==> config.mk <==
export PLATFORM = sky130hd
export DESIGN_NAME = alu_issue_ctrl
export DESIGN_NICKNAME = d
export VERILOG_FILES = /design/src/rtl/alu_pkg.sv /design/src/rtl/alu_cmd_fifo.sv /design/src/rtl/alu_issue_ctrl.sv
export SDC_FILE = /design/constraint.sdc
export NUM_CORES = 1
export LEC_CHECK = 0
export CAP_MARGIN = 20
export CORE_ASPECT_RATIO = 1.4
export CORE_MARGIN = 1.5
export CORE_UTILIZATION = 35
export DETAILED_ROUTE_END_ITERATION = 7
export HOLD_SLACK_MARGIN = 0.02
export PLACE_DENSITY = 0.56
export SYNTH_ARGS = -nofsm -noshare
export SYNTH_HDL_FRONTEND = slang
export SYNTH_SLANG_ARGS = --single-unit
==> constraint.sdc <==
create_clock -name clk -period 5.1 [get_ports clk]
set_input_delay 1.02 -clock clk [delete_from_list [all_inputs] [get_ports clk]]
set_output_delay 1.02 -clock clk [all_outputs]
set_load 0.01 [all_outputs]
==> src/rtl/alu_pkg.sv <==
// alu_pkg: opcodes, FSM states, widths and the queued command record shared by the ALU issue controller
package alu_pkg;
    localparam int OPW = 3;
    localparam int DW  = 4;
    localparam int RW  = 8;
    typedef enum logic [OPW-1:0] {
        OP_OR   = 3'b000,
        OP_NAND = 3'b001,
        OP_XOR  = 3'b010,
        OP_MUL  = 3'b011,
        OP_ADD  = 3'b100,
        OP_INC  = 3'b101,
        OP_SUB  = 3'b110,
        OP_SHR  = 3'b111
    } op_t;
    typedef enum logic [1:0] {IDLE, DRIVE, HOLD} state_t;
    typedef struct packed {
        op_t           op;
        logic [DW-1:0] a;
        logic [DW-1:0] b;
    } cmd_t;
endpackage

==> src/rtl/alu_cmd_fifo.sv <==
// alu_cmd_fifo: in-order command queue of DEPTH 11-bit {op,a,b} entries, no bypass paths
// ports: clk, reset (async, active-high), push/wdata write side, pop/rdata head side, full, empty, count
module alu_cmd_fifo
    import alu_pkg::*;
#(
    parameter int DEPTH = 4
) (
    input  logic                   clk,
    input  logic                   reset,
    input  logic                   push,
    input  cmd_t                   wdata,
    input  logic                   pop,
    output cmd_t                   rdata,
    output logic                   full,
    output logic                   empty,
    output logic [$clog2(DEPTH):0] count
);
    localparam int AW = $clog2(DEPTH);
    localparam int CW = AW + 1;
    cmd_t          mem [DEPTH];
    logic [AW-1:0] wp, rp;
    logic          do_push, do_pop;
    assign full    = count == CW'(DEPTH);
    assign empty   = count == '0;
    assign do_push = push && !full;
    assign do_pop  = pop && !empty;
    assign rdata   = mem[rp];
    always_ff @(posedge clk or posedge reset) begin
        if (reset) begin
            wp    <= '0;
            rp    <= '0;
            count <= '0;
        end else begin
            if (do_push) wp <= wp + 1'b1;
            if (do_pop) rp <= rp + 1'b1;
            count <= count + CW'(do_push) - CW'(do_pop);
        end
    end
    always_ff @(posedge clk) begin
        if (do_push) mem[wp] <= wdata;
    end
endmodule

==> src/rtl/alu_issue_ctrl.sv <==
// alu_issue_ctrl: queues ALU commands, drives an external ALU for SETTLE cycles, then holds the captured result
// ports: clk, reset (async, active-high); cmd_valid/cmd_ready/cmd_op/cmd_a/cmd_b command in;
//        alu_a/alu_b/alu_s to the ALU, alu_r from it; rsp_valid/rsp_ready/rsp_r/rsp_op response out; busy
module alu_issue_ctrl
    import alu_pkg::*;
#(
    parameter int DEPTH  = 4,
    parameter int SETTLE = 1
) (
    input  logic           clk,
    input  logic           reset,
    input  logic           cmd_valid,
    output logic           cmd_ready,
    input  logic [OPW-1:0] cmd_op,
    input  logic [DW-1:0]  cmd_a,
    input  logic [DW-1:0]  cmd_b,
    output logic [DW-1:0]  alu_a,
    output logic [DW-1:0]  alu_b,
    output logic [OPW-1:0] alu_s,
    input  logic [RW-1:0]  alu_r,
    output logic           rsp_valid,
    input  logic           rsp_ready,
    output logic [RW-1:0]  rsp_r,
    output logic [OPW-1:0] rsp_op,
    output logic           busy
);
    localparam int SW = $clog2(SETTLE + 1);
    state_t                 state;
    logic [SW-1:0]          cnt;
    cmd_t                   head, cmd_in;
    logic                   full, empty, pop;
    logic [$clog2(DEPTH):0] count;
    assign cmd_in    = {cmd_op, cmd_a, cmd_b};
    assign cmd_ready = !full;
    assign pop       = state == IDLE && !empty;
    assign busy      = count != '0 || state != IDLE;
    alu_cmd_fifo #(.DEPTH(DEPTH)) u_fifo (
        .clk   (clk),
        .reset (reset),
        .push  (cmd_valid),
        .wdata (cmd_in),
        .pop   (pop),
        .rdata (head),
        .full  (full),
        .empty (empty),
        .count (count)
    );
    always_ff @(posedge clk or posedge reset) begin
        if (reset) begin
            state     <= IDLE;
            cnt       <= '0;
            alu_a     <= '0;
            alu_b     <= '0;
            alu_s     <= '0;
            rsp_r     <= '0;
            rsp_op    <= '0;
            rsp_valid <= 1'b0;
        end else begin
            case (state)
                IDLE: if (!empty) begin
                    alu_a <= head.a;
                    alu_b <= head.b;
                    alu_s <= head.op;
                    cnt   <= '0;
                    state <= DRIVE;
                end
                DRIVE: begin
                    cnt <= cnt + 1'b1;
                    if (cnt == SW'(SETTLE - 1)) begin
                        // only a product can legitimately use the upper result nibble
                        rsp_r     <= alu_s == OP_MUL ? alu_r : {4'h0, alu_r[3:0]};
                        rsp_op    <= alu_s;
                        rsp_valid <= 1'b1;
                        state     <= HOLD;
                    end
                end
                HOLD: if (rsp_ready) begin
                    rsp_valid <= 1'b0;
                    state     <= IDLE;
                end
                default: state <= IDLE;
            endcase
        end
    end
endmodule

=== Word-level counts from Yosys, hierarchy flattened ===
Memories as Yosys holds them, arrays and structs flattened. A register that Yosys moved wholly into a read port is not among the register bits.
Cells that the tools add are included.

* Register bits after elaboration: 22
* Memories: 1
* Output and inout bits: 25
* Memory bits (writable): 44

* Equal/unequal tests: 7
* Add/subtract/negate cells: 5
* Bitwise logic cells: 2
* Reductions and logical operators: 17
* Multiplexer cells: 12

{| class="wikitable"
|+ Memory list
! name !! words !! bits a word !! read ports !! clocked after memory_dff !! wr ports !! RTL line !! text
|-
| u_fifo.mem || 4 || 11 || 1 || 1 || 1 || alu_cmd_fifo.sv:20 || <nowiki>cmd_t mem [DEPTH];</nowiki>
|}

{| class="wikitable"
|+ Operators by type and width
! cell !! count
|-
| 8-bit 2-to-1 mux || 1
|-
| 2-bit 2-to-1 mux || 3
|-
| 2-bit inequality test (second input constant) || 3
|-
| 2-bit case mux with 3 select lines || 1
|-
| 2-bit AND reduction || 3
|-
| 3-bit AND reduction || 2
|-
| 2-bit nonzero test || 3
|-
| 1-bit 2-to-1 mux || 5
|-
| 2-bit by 1-bit adder with 2-bit output (second input constant) || 2
|-
| 1-bit case mux with 2 select lines || 2
|-
| 3-bit by 1-bit adder with 3-bit output || 1
|-
| 3-bit by 2-bit == test with 1-bit output (second input constant) || 1
|-
| 3-bit == test (second input constant) || 1
|-
| 1-bit logical AND || 3
|-
| 3-bit zero test || 1
|-
| 3-bit nonzero test || 1
|-
| 3-bit by 1-bit subtractor with 3-bit output || 1
|-
| 2-bit by 1-bit == test with 1-bit output (second input constant) || 1
|-
| 2-bit == test (second input constant) || 1
|-
| 1-bit zero test || 2
|-
| 2-bit zero test || 1
|-
| 1-bit inverter || 2
|-
| 1-bit adder (second input constant) || 1
|-
| 1-bit logical OR || 1
|}

=== Depth between registers and ports, before layout ===
Gate-level depths: netlist of the first run.

* Depth after elaboration: 5
* Depth in mapped cells: 10

=== Modules after synthesis ===
A second synthesis of the first run with hierarchy kept.

* Cell total of the unflattened synthesis: 179
* Area total of the unflattened synthesis: 3144.3 µm²

{| class="wikitable"
|+ Modules (own cells, without submodules)
! module !! sequential area each (µm²) !! cells each !! area each (µm²) !! times used
|-
| alu_cmd_fifo || 1496.4 || 100 || 2068.2 || 1
|-
| alu_issue_ctrl || 650.6 || 79 || 1076.0 || 1
|}

=== Worst setup path before layout of the first run ===
No wires, ideal clock.

* Path type: register to register
* Start: register u_fifo.count[2]
* End: register u_fifo.count[2]
* Library setup time: 0.125 ns
* Buffers on the path: 1
* Slack: 2.776 ns
* Stages on the path, launching flop included: 11
* Arrival: 2.198 ns
* Path through: dfrtp_1 > or3_4 > nand2_4 > inv_4 > buf_6 > ha_1 > inv_1 > ha_1 > fa_1 > xor2_1 > xnor2_1

* Cells in the longest elaborated chain, start to end: 5
* Elaborated cells on any way between the ends: 9

{| class="wikitable"
|+ RTL lines
! what !! RTL line !! text
|-
| from (decl) || alu_cmd_fifo.sv:16 || <nowiki>output logic [$clog2(DEPTH):0] count</nowiki>
|-
| from (signal assigned) || alu_cmd_fifo.sv:36 || <nowiki>count <= count + CW'(do_push) - CW'(do_pop);</nowiki>
|-
| 3-bit zero test || alu_cmd_fifo.sv:24 || <nowiki>assign empty = count == '0;</nowiki>
|-
| 1-bit zero test || alu_issue_ctrl.sv:35 || <nowiki>assign pop = state == IDLE && !empty;</nowiki>
|-
| 1-bit logical AND || alu_issue_ctrl.sv:35 ||
|-
| net pop || alu_issue_ctrl.sv:31 || <nowiki>logic full, empty, pop;</nowiki>
|-
| 1-bit logical AND || alu_cmd_fifo.sv:26 || <nowiki>assign do_pop = pop && !empty;</nowiki>
|-
| 3-bit by 1-bit subtractor with 3-bit output || alu_cmd_fifo.sv:36 ||
|}

The timed path passes the listed nets, and every way through them passes these cells.
A chain may end at the register's enable or synchronous reset.

=== Worst setup path in the final report of the first run ===
* Start: register state[1]
* End: output busy

* Cells in the longest elaborated chain, start to end: 2

{| class="wikitable"
|+ RTL lines
! what !! RTL line !! text
|-
| from (decl) || alu_issue_ctrl.sv:28 || <nowiki>state_t state;</nowiki>
|-
| from (signal assigned) || alu_issue_ctrl.sv:50 || <nowiki>state <= IDLE;</nowiki>
|-
| from (signal assigned) || alu_issue_ctrl.sv:65 || <nowiki>state <= DRIVE;</nowiki>
|-
| from (signal assigned) || alu_issue_ctrl.sv:74 || <nowiki>state <= HOLD;</nowiki>
|-
| 2-bit nonzero test || alu_issue_ctrl.sv:36 || <nowiki>assign busy = count != '0 || state != IDLE;</nowiki>
|-
| 1-bit logical OR || alu_issue_ctrl.sv:36 ||
|-
| to (decl) || alu_issue_ctrl.sv:25 || <nowiki>output logic busy</nowiki>
|}

No other way between the ends.

==> impl_metrics.json, run 1 <==
{
  "root_buffer": "clkbuf_16",
  "synth_top_area_share_pct": 43.3,
  "ir_drop_mv": 0.262,
  "crit_arrival_ps": 1640,
  "ys_seq_elements": 77,
  "dr.pass1.iters": 4,
  "dieArea_um2": 9300,
  "clockBufferDepth": 2,
  "hold_viol": 0,
  "worst-path-buf-inv": 1,
  "critPathSlowestCell": "clkdlybuf4s50_1",
  "ant_nets": 0,
  "htreeDepth": 3,
  "cts_tree": "built",
  "critical_path.max_stage_delay_ps": 480,
  "worst_setup_path_start_kind": "register",
  "wl_met2_mm": 2.81,
  "max_freq_mhz": 376,
  "wire_per_inst_um": 16.1,
  "clock_sinks": 77,
  "drt-met1-wl_mm": 2.15,
  "ys_seq_area_share_pct": 70.3,
  "worst_pin_slew_ps": 741,
  "synth_area_per_cell_um2": 18.7,
  "ys_warn_count": 0,
  "slew_viol_final": 0,
  "track_usage_pct": 12.9,
  "drive_gt1_share_pct": 15.2,
  "synthTopCellsByArea": "edfxtp_1, dfrtp_1, mux4_1, mux2_4, mux2_1",
  "cts_setup_buffers": 0,
  "grt_pass1_wl_mm": 8.40,
  "cap_violations": 0,
  "vias_per_cell": 4.71,
  "tns_ps": 0,
  "critPathMaxFanout": 7,
  "yosys.area.top_type": "edfxtp_1",
  "criticalPathCategory": "register to primary output",
  "gp_congestion": 0.684,
  "highest_layer": "met4",
  "grt_start_max_net_pins": 34,
  "drc": 0,
  "total_power_mw": 2.51,
  "wl_met3_um": 233,
  "clkSlewWorstSetupHoldPaths_ps": 60,
  "yosysUniqueCellTypes": 30,
  "clk_latency_ps": 330,
  "p_leak_nw": 1.53,
  "layout_commonest_cell": "clkdlybuf4s50_1",
  "critPathTopFamily": "buffers and inverters",
  "area_growth_syn_to_layout_pct": 29.4,
  "cts_hold_buf": 0,
  "hp-class": "register to register",
  "overflow": 0,
  "antenna_found_initial": 0,
  "setup_viol": 0,
  "layout_common_cells": "clkdlybuf4s50_1, edfxtp_1, dfrtp_1, mux2_1, clkbuf_16",
  "fp.dieH_um": 114,
  "fin_skew_ps": 7.62,
  "postSynthCellCount": 163,
  "relSlewSlack_pct": 50.6,
  "pin_count": 48,
  "coreArea_um2": 8510,
  "drtIter0Drc": 75,
  "via_count": 1546,
  "cts_resized": 0,
  "power.density_nw_per_um2": 636,
  "worstPathRequired_ps": 4080,
  "start_util_pct": 35.9,
  "rows": 40,
  "min_period_ps": 2660,
  "n_antenna_cell": 0,
  "status": "completed",
  "path_cells": "nor2_1, nand2_1, clkdlybuf4s50_1",
  "post-dp-hpwl_mm": 3.61,
  "routed_wl_mm": 5.30,
  "nets": 248,
  "rsz0062_at_grt": "no",
  "period_share_pct": 52.1,
  "netlist_area_um2": 3050,
  "grt_pass1_vias": 1635,
  "synth_nets": 193,
  "cts-buffers-inserted": 9,
  "numPortBuffers": 47,
  "die_x_um": 82.0,
  "worstSetupEndpointType": "primary output"
}
synth_stat cells, drive strengths merged:
cell type / count
inv: 9
a21boi: 1
mux2: 19
or3: 1
nand3: 1
buf: 3
o21ai: 2
dfrtp: 33
mux4: 11
nand3b: 1
a21oi: 2
ha: 6
nor2: 5
and2: 4
a22o: 4
xnor2: 4
nand4b: 1
xor2: 1
nor3: 2
fa: 1
nand2: 7
clkbuf: 1
edfxtp: 44
final timing paths:
kind	end	slack, ps	from	cells past startpoint
setup / recovery	busy	2440	state[1]	3
hold / removal	alu_a[1]	490	alu_a[1]	1
setup reg to reg	u_fifo.count[2]	2750	u_fifo.count[2]	9
hold reg to reg	alu_a[1]	490	alu_a[1]	1
max in group asynchronous	alu_b[1]	3700	reset	3
min in group asynchronous	rsp_r[6]	1090	reset	3
kinds of logic (layout without fill, tap and decap cells):
group,count (synthesis),after routing,synth area share (%)
XOR/XNOR,5,5,1.43
buffers and inverters,13,73,2.09
AND/OR/NAND/NOR,22,22,3.93
adder cells (fa/ha/maj),7,7,3.11
multiplexers,30,30,17.0
flip-flops,77,77,70.3
AO/OA/AOI/OAI,9,9,2.17
registers in the layout, indices dropped and copies added, names as in the netlist:
name / count
u_fifo.mem: 44
rsp_r: 8
alu_a: 4
alu_b: 4
alu_s: 3
rsp_op: 3
u_fifo.count: 3
state: 2
u_fifo.rp: 2
u_fifo.wp: 2
cnt: 1
rsp_valid: 1
area by class of cell:
cell class / instances / area, um2
multi-input combinational: 73 / 843
clock inverter: 6 / 86.3
timing repair buffer: 48 / 478
fill: 754 / 4560
inverter: 9 / 36.3
sequential: 77 / 2150
clock buffer: 10 / 229
tap: 105 / 131
through the flow:
step | setup WS, ps | hold slack (ps) | utilization, % | instances | instance area, um2
4_1_cts | 2410 | 498 | 46.4 | 328 | 3950
3_5_place_dp | 2300 | 484 | 42.7 | 312 | 3640
2_1_floorplan | 2780 | 512 | - | 163 | 3050
5_1_grt | 2340 | 520 | 46.4 | 328 | 3950
6_report | 2440 | 492 | 46.4 | 328 | 3950
3_3_place_gp | 2340 | 472 | 42.7 | 312 | 3640
power by group:
part,switching [mW],total [mW],internal (mW)
Clock,0.234,0.662,0.428
Sequential,0.154,1.03,0.878
Combinational,0.329,0.818,0.489
Total,0.718,2.51,1.79
layer usage:
layer	global-route usage (%)	up-vias
li1	-	728
met1	14.5	776
met2	21.7	36
met3	3.92	6
met4	6.10	0
met5	0	-
Note: power is estimated with default switching activity, not from simulation.
==> inputs of run 2 (changes only) <==
Settings changed: PLACE_DENSITY 0.56 to 0.58.
Clock period 5.1 ns to 2.3 ns, I/O delays scaled along.
==> impl_metrics.json, run 2 (synthesis results as in run 1) <==
{
  "status": "completed",
  "reg.largest.list": "u_fifo.mem x44, rsp_r x8",
  "cts-buffers-inserted": 9,
  "post-dp-hpwl_mm": 3.53,
  "area_growth_syn_to_layout_pct": 31.6,
  "crit_arrival_ps": 2390,
  "hold_viol": 0,
  "r2r_slack_ps": 130,
  "fp.dieH_um": 114,
  "critPathMaxFanout": 4,
  "numPortBuffers": 47,
  "power.density_nw_per_um2": 1410,
  "slew_viol_final": 0,
  "holdPathStages": 1,
  "wire_per_inst_um": 15.8,
  "hp-class": "register to register",
  "relSlewSlack_pct": 61.5,
  "worstSetupEndpointType": "register",
  "largest_reg_flops": 44,
  "worstPathRequired_ps": 2510,
  "track_usage_pct": 12.7,
  "n_antenna_cell": 0,
  "worst_pin_slew_ps": 578,
  "nets": 256,
  "overflow": 0,
  "root_buffer": "clkbuf_16",
  "drc": 0,
  "gp_congestion": 0.665,
  "tns_ps": 0,
  "largest_register": "u_fifo.mem",
  "grt_start_max_net_pins": 34,
  "layout_common_cells": "clkdlybuf4s50_1, edfxtp_1, dfrtp_1, clkbuf_16",
  "ir_drop_mv": 0.612,
  "htreeDepth": 3,
  "max_freq_mhz": 460,
  "cts_setup_buffers": 0,
  "criticalPathCategory": "register to register",
  "p_leak_nw": 1.57,
  "start_util_pct": 35.9,
  "drive_gt1_share_pct": 17.7,
  "cap_violations": 0,
  "hold_ws_ps": 488,
  "antenna_found_initial": 0,
  "reg2reg_depth": 9,
  "rows": 40,
  "dr.pass1.iters": 4,
  "drtIter0Drc": 54,
  "grt_pass1_vias": 1604,
  "n_fill_cell": 743,
  "layout_commonest_cell": "clkdlybuf4s50_1",
  "clkSlewWorstSetupHoldPaths_ps": 50,
  "rsz0062_at_grt": "no",
  "worst_setup_path_start_kind": "register",
  "pin_count": 48,
  "min_period_ps": 2170,
  "cts_hold_buf": 0,
  "clk_latency_ps": 330,
  "ant_nets": 0,
  "clock_sinks": 77,
  "setup_viol": 0,
  "grt_pass1_wl_mm": 8.22,
  "die_x_um": 82.0,
  "cts_resized": 0,
  "clockBufferDepth": 2,
  "routed_wl_mm": 5.31,
  "cts_tree": "built",
  "via_count": 1594,
  "dieArea_um2": 9300,
  "vias_per_cell": 4.74,
  "period_share_pct": 94.5,
  "coreArea_um2": 8510,
  "fin_skew_ps": 4.70
}
==> run 2: cell types whose count changed in the layout (fill, tap and decap cells not counted), sizes merged <==
cell and delta:
inv -1, bufinv -1, clkbuf +3, buf +8, clkinvlp -1
==> run 2: cell type report <==
| class | count | area, um2 | area share [%] |
|---|---|---|---|
| Clock buffer | 13 | 283 | 7.04 |
| Clock inverter | 3 | 40.0 | 0.996 |
| Inverter | 9 | 36.3 | 0.903 |
| Multi-Input combinational cell | 73 | 843 | 21.0 |
| Sequential cell | 77 | 2150 | 53.4 |
| Tap cell | 105 | 131 | 3.27 |
| Timing Repair Buffer | 56 | 538 | 13.4 |
==> run 2: path summary, 6_finish.rpt <==
| check | from | endpoint |
|---|---|---|
| max | u_fifo.count[0] | u_fifo.count[2] |
| min | alu_a[1] | alu_a[1] |
| max reg2reg | u_fifo.count[0] | u_fifo.count[2] |
| min reg2reg | alu_a[1] | alu_a[1] |
| max in group asynchronous | reset | alu_a[3] |
| min in group asynchronous | reset | u_fifo.count[2] |
==> run 2: routing by layer <==
layer  wire (um)  part of all wire (%)  track usage [%]
met5           0                     0                0
met4         100                   1.9             8.14
met3         243                   4.6             3.36
met2        2820                    53             20.8
met1        2140                    40             14.2
==> run 2: report_power, final <==
| group | switching, mW | total (mW) | internal, mW |
|---|---|---|---|
| combinational | 0.821 | 1.98 | 1.16 |
| sequential | 0.268 | 2.21 | 1.95 |
| clock | 0.507 | 1.48 | 0.968 |
| total | 1.60 | 5.67 | 4.07 |
==> run 2: worst max-delay path: stages, from the launching register on <==
cell	delay, ps
dfrtp_1	400
or3_4	410
nand2_4	90
inv_4	30
ha_1	260
inv_1	40
ha_1	170
fa_1	370
xor2_1	160
xnor2_1	120
==> run 2: stage by stage <==
step	setup slack [ps]	std cells	power, mW	area (um2)	utilization (%)
final	126	336	5.67	4020	47.2
after detailed placement	127	320	4.28	3700	43.4
after global placement	144	320	4.24	3700	43.4
after floorplan	8.70	163	3.45	3050	-
after global routing	20.0	336	6.03	4020	47.2
after CTS	114	336	5.78	4020	47.2
